--- config.mk ---
export PLATFORM = sky130hd
export DESIGN_NAME = spi_reg_arbiter
export DESIGN_NICKNAME = d
export VERILOG_FILES = /design/src/rtl/spi_reg_arbiter.sv
export SDC_FILE = /design/constraint.sdc
export NUM_CORES = 1
export LEC_CHECK = 0
export CORE_AREA = 2 2 79 81
export DETAILED_ROUTE_END_ITERATION = 16
export DIE_AREA = 0 0 81 83
export GPL_ROUTABILITY_DRIVEN = 0
export PLACE_DENSITY = 0.87
export SLEW_MARGIN = 20
export SYNTH_ARGS = -nofsm -noshare
export SYNTH_HDL_FRONTEND = slang
export SYNTH_SLANG_ARGS = --single-unit
--- constraint.sdc ---
create_clock -name clk -period 5.2 [get_ports clk]
set_input_delay 1.04 -clock clk [delete_from_list [all_inputs] [get_ports clk]]
set_output_delay 1.04 -clock clk [all_outputs]
set_load 0.02 [all_outputs]
--- src/rtl/spi_reg_arbiter.sv ---
// spi_reg_arbiter: owns the five 8-bit configuration registers.
// After reset it loads the parameterised defaults, one register per clock.
// It then accepts writes from two valid/ready ports and resolves collisions
// round-robin. A write to an address of 5 or more changes no register and
// produces a one-cycle error pulse on the port that made it.
module spi_reg_arbiter #(
    parameter logic [7:0] DEF0 = 8'h00,
    parameter logic [7:0] DEF1 = 8'h00,
    parameter logic [7:0] DEF2 = 8'h00,
    parameter logic [7:0] DEF3 = 8'h00,
    parameter logic [7:0] DEF4 = 8'h00
) (
    input  logic       clk,
    input  logic       rst_n,
    input  logic       a_valid,
    input  logic [6:0] a_addr,
    input  logic [7:0] a_data,
    output logic       a_ready,
    output logic       a_err,
    input  logic       b_valid,
    input  logic [6:0] b_addr,
    input  logic [7:0] b_data,
    output logic       b_ready,
    output logic       b_err,
    output logic       boot_busy,
    output logic [7:0] reg1,
    output logic [7:0] reg2,
    output logic [7:0] reg3,
    output logic [7:0] reg4,
    output logic [7:0] reg5
);

    localparam int NREG = 5;
    localparam logic [NREG-1:0][7:0] DEFS = {DEF4, DEF3, DEF2, DEF1, DEF0};

    typedef enum logic {BOOT, RUN} state_e;

    state_e                 state_q;
    logic [2:0]             idx_q;
    logic [NREG-1:0][7:0]   regs_q, regs_d;
    logic                   last_b_q;      // 1: last grant went to port B
    logic                   a_err_q, b_err_q;
    logic                   boot_busy_q;

    logic grant_a, grant_b;
    logic a_xfer, b_xfer;
    logic a_ok, b_ok;

    // Round-robin grant: a lone requester always wins; on a collision the
    // port that did not win last time is granted. last_b resets to B, so A
    // wins the first collision.
    always_comb begin
        grant_a = a_valid & (~b_valid | last_b_q);
        grant_b = b_valid & ~grant_a;
        a_ready = (state_q == RUN) & grant_a;
        b_ready = (state_q == RUN) & grant_b;
        a_xfer  = a_valid & a_ready;
        b_xfer  = b_valid & b_ready;
        a_ok    = a_addr < 7'd5;
        b_ok    = b_addr < 7'd5;
    end

    // Next register file: a boot load or at most one granted, in-range write.
    always_comb begin
        regs_d = regs_q;
        for (int i = 0; i < NREG; i++) begin
            if (state_q == BOOT) begin
                if (idx_q == 3'(i)) regs_d[i] = DEFS[i];
            end else if (a_xfer && a_ok && a_addr == 7'(i)) begin
                regs_d[i] = a_data;
            end else if (b_xfer && b_ok && b_addr == 7'(i)) begin
                regs_d[i] = b_data;
            end
        end
    end

    // Boot/run control, grant history and error pulses.
    always_ff @(posedge clk or negedge rst_n) begin
        if (!rst_n) begin
            state_q     <= BOOT;
            idx_q       <= 3'd0;
            regs_q      <= '0;
            last_b_q    <= 1'b1;
            a_err_q     <= 1'b0;
            b_err_q     <= 1'b0;
            boot_busy_q <= 1'b1;
        end else begin
            regs_q <= regs_d;
            case (state_q)
                BOOT: begin
                    a_err_q <= 1'b0;
                    b_err_q <= 1'b0;
                    if (idx_q == 3'd4) begin
                        state_q     <= RUN;
                        boot_busy_q <= 1'b0;
                    end else begin
                        idx_q <= idx_q + 3'd1;
                    end
                end
                RUN: begin
                    a_err_q <= a_xfer & ~a_ok;
                    b_err_q <= b_xfer & ~b_ok;
                    if (a_xfer)      last_b_q <= 1'b0;
                    else if (b_xfer) last_b_q <= 1'b1;
                end
                default: state_q <= BOOT;
            endcase
        end
    end

    assign a_err     = a_err_q;
    assign b_err     = b_err_q;
    assign boot_busy = boot_busy_q;
    assign reg1      = regs_q[0];
    assign reg2      = regs_q[1];
    assign reg3      = regs_q[2];
    assign reg4      = regs_q[3];
    assign reg5      = regs_q[4];

endmodule

==> flow_summary_export.csv, run 1 <==
group,metric,value,unit
run_status,status,"finished, final reports clean",
worst_setup_path,critPathLaunchType,"input pin",
global_route,antenna_found_initial,0,
logic_synthesis,ys.flop_type,"dfrtp_1",
placed_design,place_inst,430,
logic_synthesis,synth_top_area_share,0.431,
sta,period_minus_slack,3.73,ns
die,ios,79,
logic_synthesis,syn_area,2670,sq um
clock_network,cts_tree,"done",
placed_design,placed_cell_area,3470,sq um
logic_synthesis,syn-num-nets,331,
worst_setup_path,worst-setup-path-type,"input pin to output port",
logic_synthesis,yosys_warnings,0,
routing,drt-wirelength-per-cell,17.5,um
routing,drt-total-wl,7650,um
sta,rsz0062_at_grt,"false",
die,die_y,83,um
cells_and_area,post-route-util,0.621,
clock_network,cts_setup_buffers,0,
routing,ant_nets,0,
cells_and_area,diodes,0,
job,drv_cap,0,
clock_network,holdBufCountCts,0,
cells_and_area,final_cell_area,3610,sq um
logic_synthesis,async_flop_share,1.00,
sta,setup_tns,0,ns
clock_network,htree_levels,2,
sta,period_share,0.717,
cells_and_area,final_layout_size_suffix_gt1_frac,0.0523,
sta,finalMaxSlewViolations,0,
cells_and_area,multi_input_area,1380,sq um
power_and_ir_drop,powerDensity,303,nW/um^2
power_and_ir_drop,clockPowerShare,0.302,
worst_setup_path,critical_path_required,4.16,ns
clock_network,ctsResizeCount,0,
global_route,met3_usage,0.0533,
logic_synthesis,synth_seq_cells,48,
power_and_ir_drop,p_sw_frac,0.296,
clock_network,clockBufferDepth,2,
global_route,grt_overflow,0,
logic_synthesis,seq_area_frac_synth,0.451,
die,rows,28,
sta,hold_viol,0,
power_and_ir_drop,p_leak,1.52,nW
cells_and_area,nNetsFinal,401,
placed_design,hpwl,5600,um
placed_design,io_buffer_count,78,
logic_synthesis,synth_area_leaders,"dfrtp_1, nor2_1, a31oi_1, nor2b_1, nand3_1",
routing,first_iter_violations,223,
cells_and_area,regArea,1200,sq um
die,design.core.area,5820,sq um
logic_synthesis,synth_area_leader_cell,"dfrtp_1",
routing,first_pass_iters,5,
global_route,busiest_layer,"met2",
worst_setup_path,cp-end-kind,"output port",
logic_synthesis,synth_common_cells,"dfrtp_1, nor2_1, a31oi_1",
routing,viasPerCell,5.94,
worst_setup_path,ff2ff_setup_slack,3.11,ns
logic_synthesis,synth_cell_types,43,
global_route,grt_pass1_wl,12600,um
logic_synthesis,syn_inst,292,
cells_and_area,syn2layout_area_growth,35.3,%
cells_and_area,fill_cells,511,
sta,setup_viol,0,
global_route,grt.met1_usage,0.331,
power_and_ir_drop,p_total,1.09,mW
routing,dr_total_vias,2601,
worst_setup_path,crit_fanout,8,
clock_network,clk_pin_slew,0.09,ns
sta,fmax,268,MHz
global_route,grt_pass1_vias,2517,
logic_synthesis,avgSynthCellArea,9.14,sq um
sta,worstMarginPinSlew,1.03,ns
worst_setup_path,critPathArrivalTime,2.69,ns
global_route,grt_max_degree,49,
power_and_ir_drop,peakVddDrop,0.196,mV
global_route,grt_use_total,0.240,
sta,skew,0.00450,ns
worst_hold_path,hold_class,"flip-flop to flip-flop",
power_and_ir_drop,pwr-share-seq,0.417,
sta,relSlewSlack,0.311,
die,die_w,81,um
clock_network,cts_sinks,48,
sta,setup_ws,1.47,ns
clock_network,clock_latency,0.31,ns
logic_synthesis,synth.most_common_cell,"dfrtp_1",
die,initial_utilization,0.459,
cells_and_area,fin_cells,438,
clock_network,cts-buffers-inserted,5,
power_and_ir_drop,intPower,770,uW
placed_design,pre_cts_slack,1.48,ns
sta,hold_ws,0.466,ns
power_and_ir_drop,power.switching,324,uW
die,dieArea,6720,sq um
power_and_ir_drop,combPwrFrac,0.281,
global_route,use_met2,0.373,
clock_network,cts_root_buf,"clkbuf_8",
logic_synthesis,synth_edf_count,0,
routing,drc,0,
[critical path, cell delays in order]
cell             delay [ns]
clkdlybuf4s50_1        0.49
and2_0                 0.35
and2_1                 0.20
clkdlybuf4s50_1        0.61
[worst paths after layout]
| check | startpoint | to | depth (start not counted) |
|---|---|---|---|
| worst max-delay path | a_valid | a_ready | 4 |
| min in group asynchronous | rst_n | a_err$_DFF_PN0_ | 1 |
| worst max register to register | state_q$_DFF_PN0_ | reg5[7]$_DFFE_PN0P_ | 4 |
| worst min-delay path | boot_busy$_DFFE_PN1P_ | boot_busy$_DFFE_PN1P_ | 1 |
| max in group asynchronous | rst_n | reg1[1]$_DFFE_PN0P_ | 1 |
| worst min register to register | boot_busy$_DFFE_PN1P_ | boot_busy$_DFFE_PN1P_ | 1 |
[flip-flops by register name, indices dropped and copies added, names as in the netlist]
signal     flops
last_b_q       1
idx_q          3
boot_busy      1
reg3           8
b_err          1
reg4           8
reg5           8
reg1           8
a_err          1
reg2           8
state_q        1
[area by class of cell]
type,instances,area share
Timing Repair Buffer,78,0.215
Tap cell,75,0.0260
Clock buffer,5,0.0191
Sequential cell,48,0.333
Multi-Input combinational cell,224,0.382
Clock inverter,3,0.0191
Inverter,5,0.00520
[cell families (layout without fill, tap and decap cells)]
group | Yosys count | count (layout) | share of synthesized area
fa+ha+maj | 5 | 5 | 0.0234
buf+inv | 20 | 91 | 0.0319
simple gates | 144 | 144 | 0.311
compound gates | 66 | 66 | 0.150
xor+xnor | 1 | 1 | 0.00328
mux | 8 | 8 | 0.0300
flops | 48 | 48 | 0.451
[power by group through the flow]
stage          clock network, mW  logic [mW]  registers [mW]
2_1_floorplan                  0      0.0819           0.518
4_1_cts                    0.332       0.309           0.455
3_3_place_gp                   0       0.299           0.462
3_5_place_dp                   0       0.307           0.462
5_1_grt                    0.349       0.331           0.461
6_report                   0.331       0.308           0.456
[cell usage in the layout, fill, tap and decap left out, types with 7 or more instances in the layout]
cell / instances
clkdlybuf4s50_1: 77
dfrtp_1: 46
nor2_1: 43
a31oi_1: 25
nand2_1: 20
nand3_1: 18
a21oi_1: 17
nor2b_1: 17
o21ai_0: 13
nand3b_1: 9
nand4_1: 8
mux2i_1: 8
a32oi_1: 7
[layer usage]
layer / vias up / share of wire
li1: 1203 / -
met1: 1250 / 0.42
met3: 16 / 0.081
met2: 132 / 0.48
met5: - / 0
met4: 0 / 0.016
(Power assumes the default switching activity.)
==> run 2: changes to the inputs <==
--- a/config.mk
+++ b/config.mk
@@ -5,11 +5,11 @@
 export SDC_FILE = /design/constraint.sdc
 export NUM_CORES = 1
 export LEC_CHECK = 0
-export CORE_AREA = 2 2 79 81
+export CORE_AREA = 2 2 82 84
 export DETAILED_ROUTE_END_ITERATION = 16
-export DIE_AREA = 0 0 81 83
+export DIE_AREA = 0 0 84 86
 export GPL_ROUTABILITY_DRIVEN = 0
-export PLACE_DENSITY = 0.87
+export PLACE_DENSITY = 0.85
 export SLEW_MARGIN = 20
 export SYNTH_ARGS = -nofsm -noshare
 export SYNTH_HDL_FRONTEND = slang
==> constraint.sdc (replaced) <==
create_clock -name clk -period 3 [get_ports clk]
set_input_delay 0.6 -clock clk [delete_from_list [all_inputs] [get_ports clk]]
set_output_delay 0.6 -clock clk [all_outputs]
set_load 0.02 [all_outputs]
==> flow_summary_export.csv, run 2 (synthesized netlist as in run 1, its figures left out) <==
group,metric,value,unit
sta,finalMaxSlewViolations,0,
cells_and_area,diodes,0,
worst_setup_path,critical_path.top_delay_family,"buffers and inverters",
routing,met2_length,3730,um
power_and_ir_drop,intPower,1.25,mW
sta,rsz0062_at_grt,"false",
placed_design,io_buffer_count,78,
routing,drt-total-wl,7900,um
placed_design,hpwl,5700,um
die,die_w,84,um
routing,wl_met1,3310,um
clock_network,cts_sinks,48,
routing,first_iter_violations,300,
cells_and_area,layout_common_cells,"clkdlybuf4s50_1, dfrtp_1, nor2_1",
cells_and_area,nNetsFinal,406,
cells_and_area,final_layout_size_suffix_gt1_frac,0.0652,
power_and_ir_drop,p_leak,1.53,nW
power_and_ir_drop,combPwrFrac,0.295,
sta,hold_viol,0,
worst_setup_path,ff2ff_setup_slack,0.86,ns
sta,fmax,377,MHz
run_status,status,"finished, final reports clean",
worst_setup_path,critPathMostFrequentCell,"clkdlybuf4s50_1",
global_route,grt_use_total,0.217,
die,dieArea,7220,sq um
worst_setup_path,reg2reg_from,"idx_q[0]$_DFFE_PN0P_",
clock_network,clock_latency,0.31,ns
clock_network,ctsResizeCount,0,
clock_network,cts_tree,"done",
worst_setup_path,max_stage_delay,0.61,ns
worst_setup_path,worst-setup-path-type,"input pin to output port",
worst_setup_path,crit_fanout,7,
routing,dr_total_vias,2686,
worst_setup_path,slowest_stage,"clkdlybuf4s50_1",
clock_network,clk_pin_slew,0.10,ns
power_and_ir_drop,clockPowerShare,0.268,
global_route,grt_overflow,0,
die,design.core.area,6280,sq um
global_route,grt_pass1_wl,12400,um
clock_network,cts_root_buf,"clkbuf_8",
die,ios,79,
routing,first_pass_iters,5,
worst_hold_path,hold_class,"input pin to asynchronous set/reset pin",
routing,ant_nets,0,
sta,setup_viol,0,
worst_setup_path,worst_r2r_path_depth,5,
cells_and_area,multi_input_area,1380,sq um
die,die_y,86,um
routing,met3_length,659,um
worst_setup_path,critPathArrivalTime,2.06,ns
power_and_ir_drop,pwr-share-seq,0.437,
clock_network,htree_levels,2,
worst_setup_path,rr_endpoint,"reg5[1]$_DFFE_PN0P_",
clock_network,cts-buffers-inserted,5,
cells_and_area,fill_cells,537,
power_and_ir_drop,powerDensity,499,nW/um^2
cells_and_area,post-route-util,0.578,
sta,skew,0.00958,ns
sta,period_share,0.885,
sta,period_minus_slack,2.66,ns
clock_network,holdBufCountCts,0,
worst_setup_path,critical_path_required,2.40,ns
job,drv_cap,0,
clock_network,clockBufferDepth,2,
power_and_ir_drop,peakVddDrop,0.338,mV
placed_design,placed_cell_area,3510,sq um
global_route,antenna_found_initial,0,
routing,drt-wirelength-per-cell,17.7,um
global_route,grt_max_degree,49,
global_route,grt_pass1_vias,2528,
cells_and_area,syn2layout_area_growth,36.1,%
die,initial_utilization,0.425,
worst_setup_path,cp_cell_sequence,"clkdlybuf4s50_1 > nand2b_1 > and2_1 > clkdlybuf4s50_1",
sta,setup_tns,0,ns
cells_and_area,regArea,1200,sq um
worst_setup_path,path_buf_inv,2,
worst_setup_path,critPathLaunchType,"input pin",
routing,drc,0,
sta,relSlewSlack,0.295,
sta,worstMarginPinSlew,1.06,ns
die,rows,29,
power_and_ir_drop,power.switching,560,uW
cells_and_area,final_common_cell,"clkdlybuf4s50_1",
power_and_ir_drop,p_sw_frac,0.309,
cells_and_area,final_cell_area,3630,sq um
routing,viasPerCell,6.04,
worst_setup_path,cp-end-kind,"output port",
routing,maxUsedRoutingLayer,"met4",
clock_network,cts_setup_buffers,0,
==> run 2: final cells by class <==
cell class              instances  share of cell area
clock buffers                   5              0.0190
multi-input cells             224               0.380
inverters                       5             0.00517
clock inverters                 3              0.0131
flip-flops and latches         48               0.331
repair buffers                 83               0.225
well taps                      77              0.0265
==> run 2: per-stage QoR <==
step                      hold slack (ns)  power, mW  cells  setup slack (ns)
after floorplan                     0.304       1.04    292              1.08
after global placement              0.444       1.32    437             0.369
after detailed placement            0.461       1.33    437             0.353
after CTS                           0.476       1.82    445             0.344
after global routing                0.335       1.89    445             0.232
final                               0.282       1.81    445             0.345
==> run 2: power by group through the flow <==
| stage | clock [mW] | combinational (mW) | sequential [mW] |
|---|---|---|---|
| 3_3_place_gp | 0 | 0.524 | 0.800 |
| 4_1_cts | 0.490 | 0.535 | 0.791 |
| 2_1_floorplan | 0 | 0.142 | 0.898 |
| 5_1_grt | 0.522 | 0.567 | 0.801 |
| 3_5_place_dp | 0 | 0.532 | 0.802 |
| 6_report | 0.486 | 0.534 | 0.792 |
==> run 2: layer usage <==
layer  vias up  GRT usage
met5         -          0
met4         0     0.0880
met3        26     0.0539
met2       149      0.341
met1      1295      0.289
li1       1216          -
==> run 2: how the worst max path moves through the flow <==
stage                    from             endpoint  slack (ns)  depth (start not counted)
global placement      b_valid              a_ready        0.37                          4
finish                b_valid              a_ready        0.34                          4
detailed placement    b_valid              a_ready        0.35                          4
floorplan           a_addr[5]  reg2[0]$_DFFE_PN0P_        1.08                          5
CTS                   b_valid              a_ready        0.34                          4
global route          b_valid              a_ready        0.23                          4
==> run 2: worst register-to-register path: cells and delay by family (launching register included) <==
family,cells,cell delay [ns]
flops,1,0.39
fa+ha+maj,1,0.24
buf+inv,1,0.10
compound gates,3,1.32
